### src/rtl/int_ctrl_pkg.sv
// Shared definitions for the interrupt controller: FSM encoding, source count,
// vector width, confINT field offsets and the fixed-priority encoder.
package int_ctrl_pkg;

  localparam int NUM_SRC  = 8;
  localparam int VEC_W    = 3;
  localparam int EN_LSB   = 0;
  localparam int MODE_LSB = 8;

  typedef enum logic [1:0] {
    IDLE    = 2'd0,
    REQ     = 2'd1,
    SERVICE = 2'd2
  } state_t;

  // Lowest-index set bit wins; returns 0 when nothing is set.
  function automatic logic [VEC_W-1:0] prio_enc(input logic [NUM_SRC-1:0] p);
    prio_enc = '0;
    for (int i = NUM_SRC - 1; i >= 0; i--) begin
      if (p[i]) prio_enc = VEC_W'(i);
    end
  endfunction

endpackage

### src/rtl/int_src_cell.sv
// One interrupt source: optional 2-flop synchronizer (INT_CTRL_SYNC_EN),
// edge-history register and the pending bit for edge or level mode.
module int_src_cell (
  input  logic clk,
  input  logic rst,
  input  logic src,
  input  logic en,
  input  logic mode,
  input  logic clr,
  output logic pend
);

  logic src_s;
  logic src_q;
  logic rise;

`ifdef INT_CTRL_SYNC_EN
  logic sync_p0;
  logic sync_p1;

  // Two-flop synchronizer for an asynchronous source
  always_ff @(posedge clk or negedge rst) begin
    if (!rst) begin
      sync_p0 <= 1'b0;
      sync_p1 <= 1'b0;
    end else begin
      sync_p0 <= src;
      sync_p1 <= sync_p0;
    end
  end

  assign src_s = sync_p1;
`else
  assign src_s = src;
`endif

  assign rise = src_s & ~src_q;

  // Edge history and pending bit; in edge mode a new event beats a clear
  always_ff @(posedge clk or negedge rst) begin
    if (!rst) begin
      src_q <= 1'b0;
      pend  <= 1'b0;
    end else begin
      src_q <= src_s;
      if (!en) begin
        pend <= 1'b0;
      end else if (mode) begin
        if (rise)     pend <= 1'b1;
        else if (clr) pend <= 1'b0;
      end else begin
        pend <= src_q;
      end
    end
  end

endmodule

### src/rtl/int_ctrl.sv
// Interrupt controller top: eight source cells, fixed-priority arbitration and
// the IDLE/REQ/SERVICE handshake FSM. Define INT_CTRL_SYNC_EN to synchronize src.
module int_ctrl
  import int_ctrl_pkg::*;
#(
  parameter logic [VEC_W-1:0] RST_VEC = 3'd0
) (
  input  logic               clk,
  input  logic               rst,
  input  logic [NUM_SRC-1:0] src,
  input  logic [15:0]        confINT,
  input  logic               ack,
  input  logic               eoi,
  input  logic [NUM_SRC-1:0] clr_pend,
  output logic               irq,
  output logic [VEC_W-1:0]   vector,
  output logic [NUM_SRC-1:0] pending,
  output logic               in_service
);

  state_t             state_q;
  state_t             state_d;
  logic [VEC_W-1:0]   vec_q;
  logic [VEC_W-1:0]   vec_d;
  logic [VEC_W-1:0]   win;
  logic               ack_acc;
  logic [NUM_SRC-1:0] pend;

  for (genvar i = 0; i < NUM_SRC; i++) begin : g_src
    logic clr_i;
    assign clr_i = clr_pend[i] | (ack_acc && (vec_q == VEC_W'(i)));

    int_src_cell u_cell (
      .clk  (clk),
      .rst  (rst),
      .src  (src[i]),
      .en   (confINT[EN_LSB + i]),
      .mode (confINT[MODE_LSB + i]),
      .clr  (clr_i),
      .pend (pend[i])
    );
  end

  assign win = prio_enc(pend);

  // Next state, next vector and ack acceptance; vector re-arbitrates while in REQ
  always_comb begin
    state_d = state_q;
    vec_d   = vec_q;
    ack_acc = 1'b0;
    case (state_q)
      IDLE: begin
        if (|pend) begin
          state_d = REQ;
          vec_d   = win;
        end
      end
      REQ: begin
        if (ack) begin
          state_d = SERVICE;
          ack_acc = 1'b1;
        end else if (~|pend) begin
          state_d = IDLE;
          vec_d   = RST_VEC;
        end else begin
          vec_d = win;
        end
      end
      SERVICE: begin
        if (eoi) begin
          state_d = IDLE;
          vec_d   = RST_VEC;
        end
      end
      default: begin
        state_d = IDLE;
        vec_d   = RST_VEC;
      end
    endcase
  end

  // State and vector registers
  always_ff @(posedge clk or negedge rst) begin
    if (!rst) begin
      state_q <= IDLE;
      vec_q   <= RST_VEC;
    end else begin
      state_q <= state_d;
      vec_q   <= vec_d;
    end
  end

  assign irq        = (state_q == REQ);
  assign in_service = (state_q == SERVICE);
  assign vector     = vec_q;
  assign pending    = pend;

endmodule
### config.mk
export PLATFORM = sky130hd
export DESIGN_NAME = int_ctrl
export DESIGN_NICKNAME = d
export VERILOG_FILES = /design/src/rtl/int_ctrl_pkg.sv /design/src/rtl/int_src_cell.sv /design/src/rtl/int_ctrl.sv
export SDC_FILE = /design/constraint.sdc
export NUM_CORES = 1
export LEC_CHECK = 0
export CORE_UTILIZATION = 43
export CTS_CLUSTER_SIZE = 10
export DETAILED_ROUTE_END_ITERATION = 6
export PLACE_DENSITY = 0.89
export SYNTH_ARGS = -nofsm -noshare
export SYNTH_HDL_FRONTEND = slang
export SYNTH_SLANG_ARGS = --single-unit
### constraint.sdc
create_clock -name clk -period 4.8 [get_ports clk]
set_input_delay 0.96 -clock clk [delete_from_list [all_inputs] [get_ports clk]]
set_output_delay 0.96 -clock clk [all_outputs]
set_load 0.02 [all_outputs]
Word level (Yosys, flattened, before mapping)
Cells that the tools add are included.

Register bits: 21. Bits in latches: 0. RAM bits: 0. ROM bits: 0. Input port bits: 36. Output and inout port bits: 13. Word-level logic and storage cells: 128. Memories: 0.

$add $sub $neg: 0. $mul: 0. Divide/modulo/power cells: 0. $lt $le $gt $ge: 0. Equality and inequality tests: 21. Shifts and indexed selects: 0. Multiplexer cells: 52. Bitwise gates (word level): 24. Reduce and logical (&&, ||, !) cells: 13.

Operator list (count): 3-bit 2-to-1 mux (12); 1-bit 2-to-1 mux (34); 4-bit by 2-bit != test with 1-bit output, second input constant (8); 3-bit equality test, second input constant (4); 3-bit case mux with 3 select lines (1); 1-bit bitwise AND (8); 1-bit logical AND (8); 2-bit 2-to-1 mux (4); 1-bit inverter (8); 1-bit OR (8); 8-bit OR reduction (1); 3-bit by 2-bit equality test with 1-bit output, second input constant (2); 2-bit != test, second input constant (3); 2-bit case mux with 3 select lines (1); 3-bit AND reduction (2); 3-bit by 1-bit equality test with 1-bit output, second input constant (1); 3-bit zero test (1); 3-bit != test, second input constant (1); 2-bit by 1-bit equality test with 1-bit output, second input constant (1); 2-bit equality test, second input constant (1); 2-bit zero test (1).

Depth between registers and ports, before layout
Gate-level depths: netlist (run 1).

Word-level depth: 11. Gate-level depth with buffers: 4. Gate-level depth less buffers: 4.

Cells and area by module
From an unflattened synthesis (run 1), not the netlist that was laid out.

Cell total of the unflattened synthesis: 92. Area total of the unflattened synthesis: 998.5 um^2.

By module, submodules not included: int_src_cell (instances 8, cells each 6, area an instance 73.8 um^2, sequential area each 50.0 um^2); int_ctrl (instances 1, cells each 44, area an instance 407.9 um^2, sequential area each 125.1 um^2).

Worst setup path before layout (run 1)
OpenSTA, ideal clock, no wires.

Kind: reg-to-output. From: register state_q[0]. To: output port irq. Data arrival time: 0.850 ns. Required time: 3.840 ns. Setup slack: 2.990 ns. Cell stages (with the launch flop): 2. Path buffers: 0. Path through: dfrtp_1 -> nor2b_1.

Cells in the longest elaborated chain, start to end: 1.

Ends and longest elaborated chain: start, declared (RTL line int_ctrl.sv:21) `state_t state_q;`; start signal, assigned (RTL line int_ctrl.sv:88) `state_q <= state_d;`; 2-bit by 1-bit equality test with 1-bit output (RTL line int_ctrl.sv:93) `assign irq = (state_q == REQ);`; end, declared (RTL line int_ctrl.sv:15) `output logic irq,`.

No other way between the ends.

Final worst setup path (run 1)
Ends and elaborated chain as after synthesis.

==> results.json, run 1 <==
{
  "cap_violations": 0,
  "drtIter0Drc": 8,
  "cts_tree": "built",
  "cts_resized": 0,
  "yosys-top-cells-area": "dfrtp_1, o21ai_0, nand2b_1",
  "finalCritPeriodShare_pct": 55.5,
  "clock-root-buffer": "clkbuf_4",
  "drt-pass1-iter-count": 4,
  "min_period_ns": 2.66,
  "dr_total_vias": 947,
  "diodes": 0,
  "grt_antenna_before_repair": 0,
  "grt_usage_pct": 22.0,
  "routed_wl_um": 2470,
  "synthFlopType": "dfrtp_1",
  "synthArstFlopShare_pct": 100,
  "synth.most_common_cell": "dfrtp_1",
  "final_util_pct": 68.0,
  "whs_ns": 0.546,
  "netlist_top_cells_count": "dfrtp_1, o21ai_0, nand2b_1",
  "ant_nets": 0,
  "dieWidth_um": 51.1,
  "drc": 0,
  "r2r_cells": 4,
  "yosysUniqueCellTypes": 25,
  "rsz0062_at_grt": "false",
  "synth-edff-count": 0,
  "crit_path_start_kind": "register",
  "power.density_nw_per_um2": 348,
  "vdd_ir_drop_max_mv": 0.281,
  "hp-start": "g_src[4].u_cell.src_q$_DFF_PN0_",
  "synth_area_um2": 1040,
  "syn_area_per_cell_um2": 10.4,
  "grt_remaining_overflow": 0,
  "yosys_warnings": 0,
  "grt_max_degree": 22,
  "die_h_um": 51.1,
  "required_ns": 3.84,
  "cts-htree-levels": 1,
  "r2r-end": "vector[1]$_DFFE_PN0P_",
  "status": "completed",
  "worstPathArrival_ns": 1.70,
  "hold_depth": 2,
  "rows": 17,
  "gp_congestion": 0.824,
  "synth_nets": 136,
  "setup_tns_ns": 0,
  "skew_ns": 0.00559,
  "slowest_stage": "clkdlybuf4s50_1",
  "clockBufferDepth": 2,
  "crit_path_cell_trace": "nor2b_1 -> clkdlybuf4s50_1",
  "clk_pin_slew_ns": 0.11,
  "cts_sinks": 21,
  "grt_pass1_wl_um": 4200,
  "tightest_slew_ns": 0.918,
  "drive_above_1_share_pct": 4.17,
  "crit_type": "register to output port",
  "slew_violations": 0,
  "fmax_mhz": 376,
  "dp_hpwl_um": 1960,
  "ys_ff_latch": 21,
  "reg2reg_from": "g_src[4].u_cell.pend$_DFFE_PN0P_",
  "start_util_pct": 46.4,
  "synth_top_cell_area_share_pct": 50.7,
  "synthToLayoutAreaGrowth_pct": 46.4,
  "cp-end-kind": "output port",
  "post_cts_buffers": 0,
  "setup_viol": 0,
  "regToRegSetupSlack_ns": 2.91,
  "slew_headroom_pct": 38.6,
  "vias_per_cell": 5.51,
  "path_max_fanout": 6,
  "fin_nets": 181,
  "hold_path_class": "register to register",
  "port-buffer-count": 48,
  "wl_per_cell_um": 14.3,
  "ys_seq_area_share_pct": 50.7,
  "syn_inst": 100,
  "min_to": "g_src[4].u_cell.pend$_DFFE_PN0P_",
  "cts_hold_buf": 0,
  "cts_buffers": 3,
  "hold_viol": 0,
  "die_area_um2": 2610,
  "max_stage_delay_ns": 0.64,
  "grt_pass1_vias": 995,
  "num_io_pins": 49,
  "leakagePower_nw": 0.599,
  "coreArea_um2": 2230,
  "clkLatencyLatePin_ns": 0.30,
  "yosys.area.top_type": "dfrtp_1"
}
==> flip-flops by register name (all words and copies together), names as in the netlist <==
name and cells:
vector 3, state_q 2, g_src.u_cell.pend 8, g_src.u_cell.src_q 8
==> power breakdown <==
part | internal, mW | switching [mW]
Clock | 0.0324 | 0.0520
Combinational | 0.107 | 0.0888
Sequential | 0.204 | 0.0443
==> area by class of cell <==
type | count | area [µm²]
Clock buffer | 4 | 26.3
Fill cell | 188 | 714
Inverter | 4 | 15.0
Multi-Input combinational cell | 67 | 437
Sequential cell | 21 | 526
Tap cell | 28 | 35.0
Timing Repair Buffer | 48 | 480
==> cell families (layout without fill, tap and decap cells) <==
family / count (synthesis) / count (layout) / share of synthesized area, %
flops: 21 / 21 / 50.7
mux: 2 / 2 / 2.17
simple gates: 32 / 32 / 20.6
buf+inv: 12 / 56 / 7.24
compound gates: 33 / 33 / 19.3
==> layer usage <==
layer	routed length [µm]	track usage (%)
met1	958	25.0
met2	1320	39.5
met3	156	5.06
met4	31	8.33
met5	0	0
==> through the flow <==
stage                     area [µm²]  instances  setup WS (ns)  total power [mW]
after global placement          1490        168           2.50             0.437
final                           1520        172           2.14             0.528
after detailed placement        1490        168           2.42             0.443
after floorplan                 1040        100           2.99             0.347
after global routing            1520        172           2.06             0.562
after CTS                       1520        172           2.16             0.529
==> worst max-delay path, delay by kind of cell (launching register included) <==
kind | cells | cell delay, ns
buffers and inverters | 1 | 0.64
AND/OR/NAND/NOR | 1 | 0.27
flip-flops | 1 | 0.49
==> how the worst max path moves through the flow <==
| stage | from | end | slack (ns) | depth (start not counted) |
|---|---|---|---|---|
| final | state_q[0]$_DFFE_PN0P_ | irq | 2.14 | 2 |
| after detailed placement | ack | g_src[0].u_cell.pend$_DFFE_PN0P_ | 2.42 | 4 |
| after global routing | state_q[0]$_DFFE_PN0P_ | irq | 2.06 | 2 |
| after floorplan | state_q[0]$_DFFE_PN0P_ | irq | 2.99 | 1 |
| after global placement | ack | g_src[0].u_cell.pend$_DFFE_PN0P_ | 2.50 | 4 |
| after CTS | state_q[0]$_DFFE_PN0P_ | irq | 2.16 | 2 |
==> cells in the final DEF (no fill, tap or decap), types with 3 or more instances in the layout <==
cell type / n
nand2b_1: 10
nor2_1: 4
nor2b_1: 8
clkbuf_4: 3
dfrtp_1: 21
clkdlybuf4s50_1: 48
a31oi_1: 8
inv_1: 4
o21ai_0: 16
Power figures use the tool's default switching activity.
==> run 2, diff against run 1 <==
--- a/config.mk
+++ b/config.mk
@@ -5,10 +5,10 @@
 export SDC_FILE = /design/constraint.sdc
 export NUM_CORES = 1
 export LEC_CHECK = 0
-export CORE_UTILIZATION = 43
+export CORE_UTILIZATION = 40
 export CTS_CLUSTER_SIZE = 10
 export DETAILED_ROUTE_END_ITERATION = 6
-export PLACE_DENSITY = 0.89
+export PLACE_DENSITY = 0.84
 export SYNTH_ARGS = -nofsm -noshare
 export SYNTH_HDL_FRONTEND = slang
 export SYNTH_SLANG_ARGS = --single-unit
==> constraint.sdc (replaced) <==
create_clock -name clk -period 2.5 [get_ports clk]
set_input_delay 0.5 -clock clk [delete_from_list [all_inputs] [get_ports clk]]
set_output_delay 0.5 -clock clk [all_outputs]
set_load 0.02 [all_outputs]
==> results.json, run 2 (synthesis results as in run 1) <==
{
  "status": "completed",
  "coreArea_um2": 2450,
  "slowest_stage": "clkdlybuf4s50_1",
  "leakagePower_nw": 0.603,
  "clkLatencyLatePin_ns": 0.30,
  "setup_viol": 0,
  "dp_hpwl_um": 1910,
  "clk_pin_slew_ns": 0.12,
  "fillers": 201,
  "post_cts_buffers": 0,
  "swShare_pct": 35.0,
  "crit_type": "register to output port",
  "setup_tns_ns": 0,
  "critPathBufInv": 1,
  "grt_remaining_overflow": 0,
  "place_ws_ns": 0.604,
  "crit_path_cell_trace": "nor2b_1 -> clkdlybuf4s50_1",
  "worstPathArrival_ns": 1.66,
  "cts_sinks": 21,
  "drt-pass1-iter-count": 4,
  "power.switching_uw": 355,
  "slew_violations": 0,
  "r2r_cells": 4,
  "tightest_slew_ns": 0.645,
  "final_util_pct": 62.3,
  "die_area_um2": 2800,
  "final_common_cell": "clkdlybuf4s50_1",
  "synthToLayoutAreaGrowth_pct": 47.4,
  "cap_violations": 0,
  "cts_hold_buf": 0,
  "grt_pass1_wl_um": 3890,
  "clock-root-buffer": "clkbuf_4",
  "grt_pass1_vias": 934,
  "finalCritPeriodShare_pct": 86.4,
  "cp-end-kind": "output port",
  "grt_max_degree": 22,
  "ant_nets": 0,
  "hold_path_class": "input port to asynchronous set/reset pin",
  "port-buffer-count": 48,
  "rows": 18,
  "slew_headroom_pct": 56.6,
  "min_period_ns": 2.16,
  "fmax_mhz": 463,
  "dr_total_vias": 937,
  "cts_buffers": 3,
  "whs_ns": 0.525,
  "die_h_um": 52.9,
  "drtIter0Drc": 23,
  "power_mw": 1.02,
  "regToRegSetupSlack_ns": 0.58,
  "fin_nets": 182,
  "hold_viol": 0,
  "layout_setup_ws_ns": 0.340,
  "dieWidth_um": 52.9,
  "required_ns": 2.00,
  "diodes": 0,
  "cts-htree-levels": 1,
  "drive_above_1_share_pct": 4.83,
  "routed_wl_um": 2370,
  "num_io_pins": 49,
  "clockBufferDepth": 2,
  "cts_tree": "built",
  "seq_power_share_pct": 47.0,
  "gp_congestion": 0.859,
  "power.density_nw_per_um2": 664,
  "path_max_fanout": 6,
  "cts_resized": 0,
  "grt_usage_pct": 19.1,
  "cp_top_family": "buffers and inverters",
  "grt_antenna_before_repair": 0,
  "skew_ns": 0.00709,
  "clockPowerShare_pct": 15.7,
  "p_int_uw": 660,
  "reg2reg_from": "g_src[4].u_cell.pend$_DFFE_PN0P_",
  "mostFrequentLayoutCells": "clkdlybuf4s50_1, dfrtp_1, o21ai_0",
  "vdd_ir_drop_max_mv": 0.424,
  "vias_per_cell": 5.35,
  "r2r-end": "vector[1]$_DFFE_PN0P_",
  "crit_path_start_kind": "register",
  "wl_per_cell_um": 13.5,
  "power_frac_comb_pct": 37.2,
  "drc": 0,
  "start_util_pct": 42.3,
  "max_stage_delay_ns": 0.63,
  "rsz0062_at_grt": "false"
}
[run 2: through the flow]
stage,std cells,cell area (µm²)
6_report,175,1530
3_5_place_dp,171,1500
2_1_floorplan,100,1040
5_1_grt,175,1530
3_3_place_gp,171,1500
4_1_cts,175,1530
[run 2: routing by layer]
| layer | up-vias | GRT usage, % | share of wire (%) |
|---|---|---|---|
| li1 | 448 | - | - |
| met3 | 4 | 4.60 | 6.5 |
| met4 | 0 | 8.33 | 1.1 |
| met5 | - | 0 | 0 |
| met2 | 31 | 32.3 | 51 |
| met1 | 454 | 22.8 | 41 |
[run 2: power by group through the flow]
stage / clock network [mW] / registers (mW) / logic [mW]
2_1_floorplan: 0 / 0.482 / 0.184
3_3_place_gp: 0 / 0.478 / 0.368
3_5_place_dp: 0 / 0.479 / 0.377
4_1_cts: 0.168 / 0.474 / 0.379
5_1_grt: 0.184 / 0.486 / 0.413
6_report: 0.160 / 0.477 / 0.378
[run 2: final cells by class]
type	instances	area [µm²]	share of cell area, %
Timing Repair Buffer	49	488	31.9
Tap cell	30	37.5	2.45
Multi-Input combinational cell	67	437	28.6
Inverter	4	15.0	0.982
Sequential cell	21	526	34.4
Clock buffer	4	26.3	1.72
[run 2: worst register-to-register path: stages (launching register included)]
cell     delay, ns
dfrtp_1       0.44
nor4_1        0.61
nor4b_4       0.35
nor2_2        0.08
mux2_1        0.33
[run 2: how the worst max path moves through the flow]
stage | from | end | slack, ns | cells after the start
2_1_floorplan | g_src[1].u_cell.pend$_DFFE_PN0P_ | vector[0]$_DFFE_PN0P_ | 0.82 | 4
3_3_place_gp | ack | g_src[0].u_cell.pend$_DFFE_PN0P_ | 0.60 | 4
4_1_cts | state_q[1]$_DFFE_PN0P_ | in_service | 0.33 | 2
3_5_place_dp | ack | g_src[0].u_cell.pend$_DFFE_PN0P_ | 0.60 | 4
6_report | state_q[0]$_DFFE_PN0P_ | irq | 0.34 | 2
5_1_grt | state_q[0]$_DFFE_PN0P_ | irq | 0.22 | 2
==> run 3, diff against run 2 <==
--- a/config.mk
+++ b/config.mk
@@ -5,6 +5,7 @@
 export SDC_FILE = /design/constraint.sdc
 export NUM_CORES = 1
 export LEC_CHECK = 0
+export CORE_MARGIN = 4
 export CORE_UTILIZATION = 40
 export CTS_CLUSTER_SIZE = 10
 export DETAILED_ROUTE_END_ITERATION = 6
==> results.json, run 3 (synthesis results as in run 1) <==
{
  "dr_total_vias": 939,
  "cts_sinks": 21,
  "layout_setup_ws_ns": 0.327,
  "grt_pass1_wl_um": 4120,
  "whs_ns": 0.540,
  "cp-end-kind": "output port",
  "dp_hpwl_um": 2110,
  "max_stage_delay_ns": 0.64,
  "crit_path_start_kind": "register",
  "ant_nets": 0,
  "routed_wl_um": 2580,
  "regToRegSetupSlack_ns": 0.49,
  "r2r-end": "vector[1]$_DFFE_PN0P_",
  "place_ws_ns": 0.618,
  "wl_per_cell_um": 14.7,
  "start_util_pct": 41.9,
  "cap_violations": 0,
  "setup_tns_ns": 0,
  "cts_tree": "built",
  "grt_antenna_before_repair": 0,
  "drtIter0Drc": 28,
  "required_ns": 2.00,
  "port-buffer-count": 48,
  "gp_congestion": 0.790,
  "slowest_stage": "clkdlybuf4s50_1",
  "cts-htree-levels": 1,
  "crit_type": "register to output port",
  "grt_max_degree": 22,
  "ff_latch_area_um2": 526,
  "fmax_mhz": 460,
  "dieWidth_um": 58.9,
  "drive_above_1_share_pct": 4.83,
  "mostFrequentLayoutCells": "clkdlybuf4s50_1, dfrtp_1, o21ai_0",
  "rows": 18,
  "reg2reg_from": "g_src[4].u_cell.pend$_DFFE_PN0P_",
  "hold_path_class": "input port to asynchronous set/reset pin",
  "final_common_cell": "clkdlybuf4s50_1",
  "tightest_slew_ns": 0.759,
  "rsz0062_at_grt": "false",
  "grt_usage_pct": 15.4,
  "worstPathArrival_ns": 1.67,
  "cts_buffers": 3,
  "cts_resized": 0,
  "vias_per_cell": 5.37,
  "setup_viol": 0,
  "path_max_fanout": 6,
  "hold_viol": 0,
  "fillers": 213,
  "crit_start": "state_q[0]$_DFFE_PN0P_",
  "cts_hold_buf": 0,
  "r2r_cells": 4,
  "grt_remaining_overflow": 0,
  "die_h_um": 58.9,
  "slew_headroom_pct": 48.9,
  "drt-pass1-iter-count": 4,
  "skew_ns": 0.00241,
  "die_area_um2": 3470,
  "status": "completed",
  "min_period_ns": 2.17,
  "clkLatencyLatePin_ns": 0.29,
  "vdd_ir_drop_max_mv": 0.560,
  "clk_pin_slew_ns": 0.11,
  "synthToLayoutAreaGrowth_pct": 47.4,
  "clockBufferDepth": 2,
  "num_io_pins": 49,
  "finalCritPeriodShare_pct": 86.9,
  "power.density_nw_per_um2": 662,
  "leakagePower_nw": 0.603,
  "clock-root-buffer": "clkbuf_4",
  "coreArea_um2": 2480,
  "grt_pass1_vias": 992,
  "fin_nets": 182,
  "slew_violations": 0,
  "post_cts_buffers": 0,
  "drc": 0,
  "crit_path_cell_trace": "nor2b_1 -> clkdlybuf4s50_1",
  "diodes": 0,
  "multiInputGateArea_um2": 437
}
## run 3: cell counts in the layout (fill, tap and decap cells not counted)
No cell type changed its count.
## run 3: power breakdown
part | internal (mW) | leakage [nW] | switching (mW)
sequential | 0.391 | 0.260 | 0.0823
clock | 0.0620 | 0.0150 | 0.0954
combinational | 0.207 | 0.329 | 0.174
total | 0.660 | 0.603 | 0.352
## run 3: how the worst max path moves through the flow
stage	end	slack, ns	cells past startpoint
6_report	irq	0.33	2
5_1_grt	irq	0.21	2
4_1_cts	irq	0.32	2
3_5_place_dp	vector[1]$_DFFE_PN0P_	0.62	5
3_3_place_gp	g_src[0].u_cell.pend$_DFFE_PN0P_	0.66	4
2_1_floorplan	vector[0]$_DFFE_PN0P_	0.82	4
## run 3: layer usage
metal / wire length, µm / share of wire (%) / up-vias / GRT usage [%]
li1: - / - / 458 / -
met1: 1030 / 40 / 437 / 17.9
met2: 1290 / 50 / 40 / 27.6
met3: 217 / 8.4 / 4 / 2.85
met4: 34 / 1.3 / 0 / 6.15
met5: 0 / 0 / - / 0
## run 3: area by class of cell
type | instances | area share, %
clock buffers | 4 | 1.72
inverters | 4 | 0.982
multi-input cells | 67 | 28.6
flip-flops and latches | 21 | 34.4
well taps | 30 | 2.45
repair buffers | 49 | 31.9
## run 3: stage by stage
stage / std cells / util [%] / total power, mW / cell area (µm²)
3_3_place_gp: 171 / 60.7 / 0.843 / 1500
5_1_grt: 175 / 61.7 / 1.07 / 1530
4_1_cts: 175 / 61.7 / 1.02 / 1530
2_1_floorplan: 100 / - / 0.666 / 1040
3_5_place_dp: 171 / 60.7 / 0.859 / 1500
6_report: 175 / 61.7 / 1.01 / 1530
## run 3: worst max-delay path, delay by kind of cell (launching register included)
family / cells / cell delay [ns]
buffers and inverters: 1 / 0.64
flip-flops: 1 / 0.48
AND/OR/NAND/NOR: 1 / 0.25
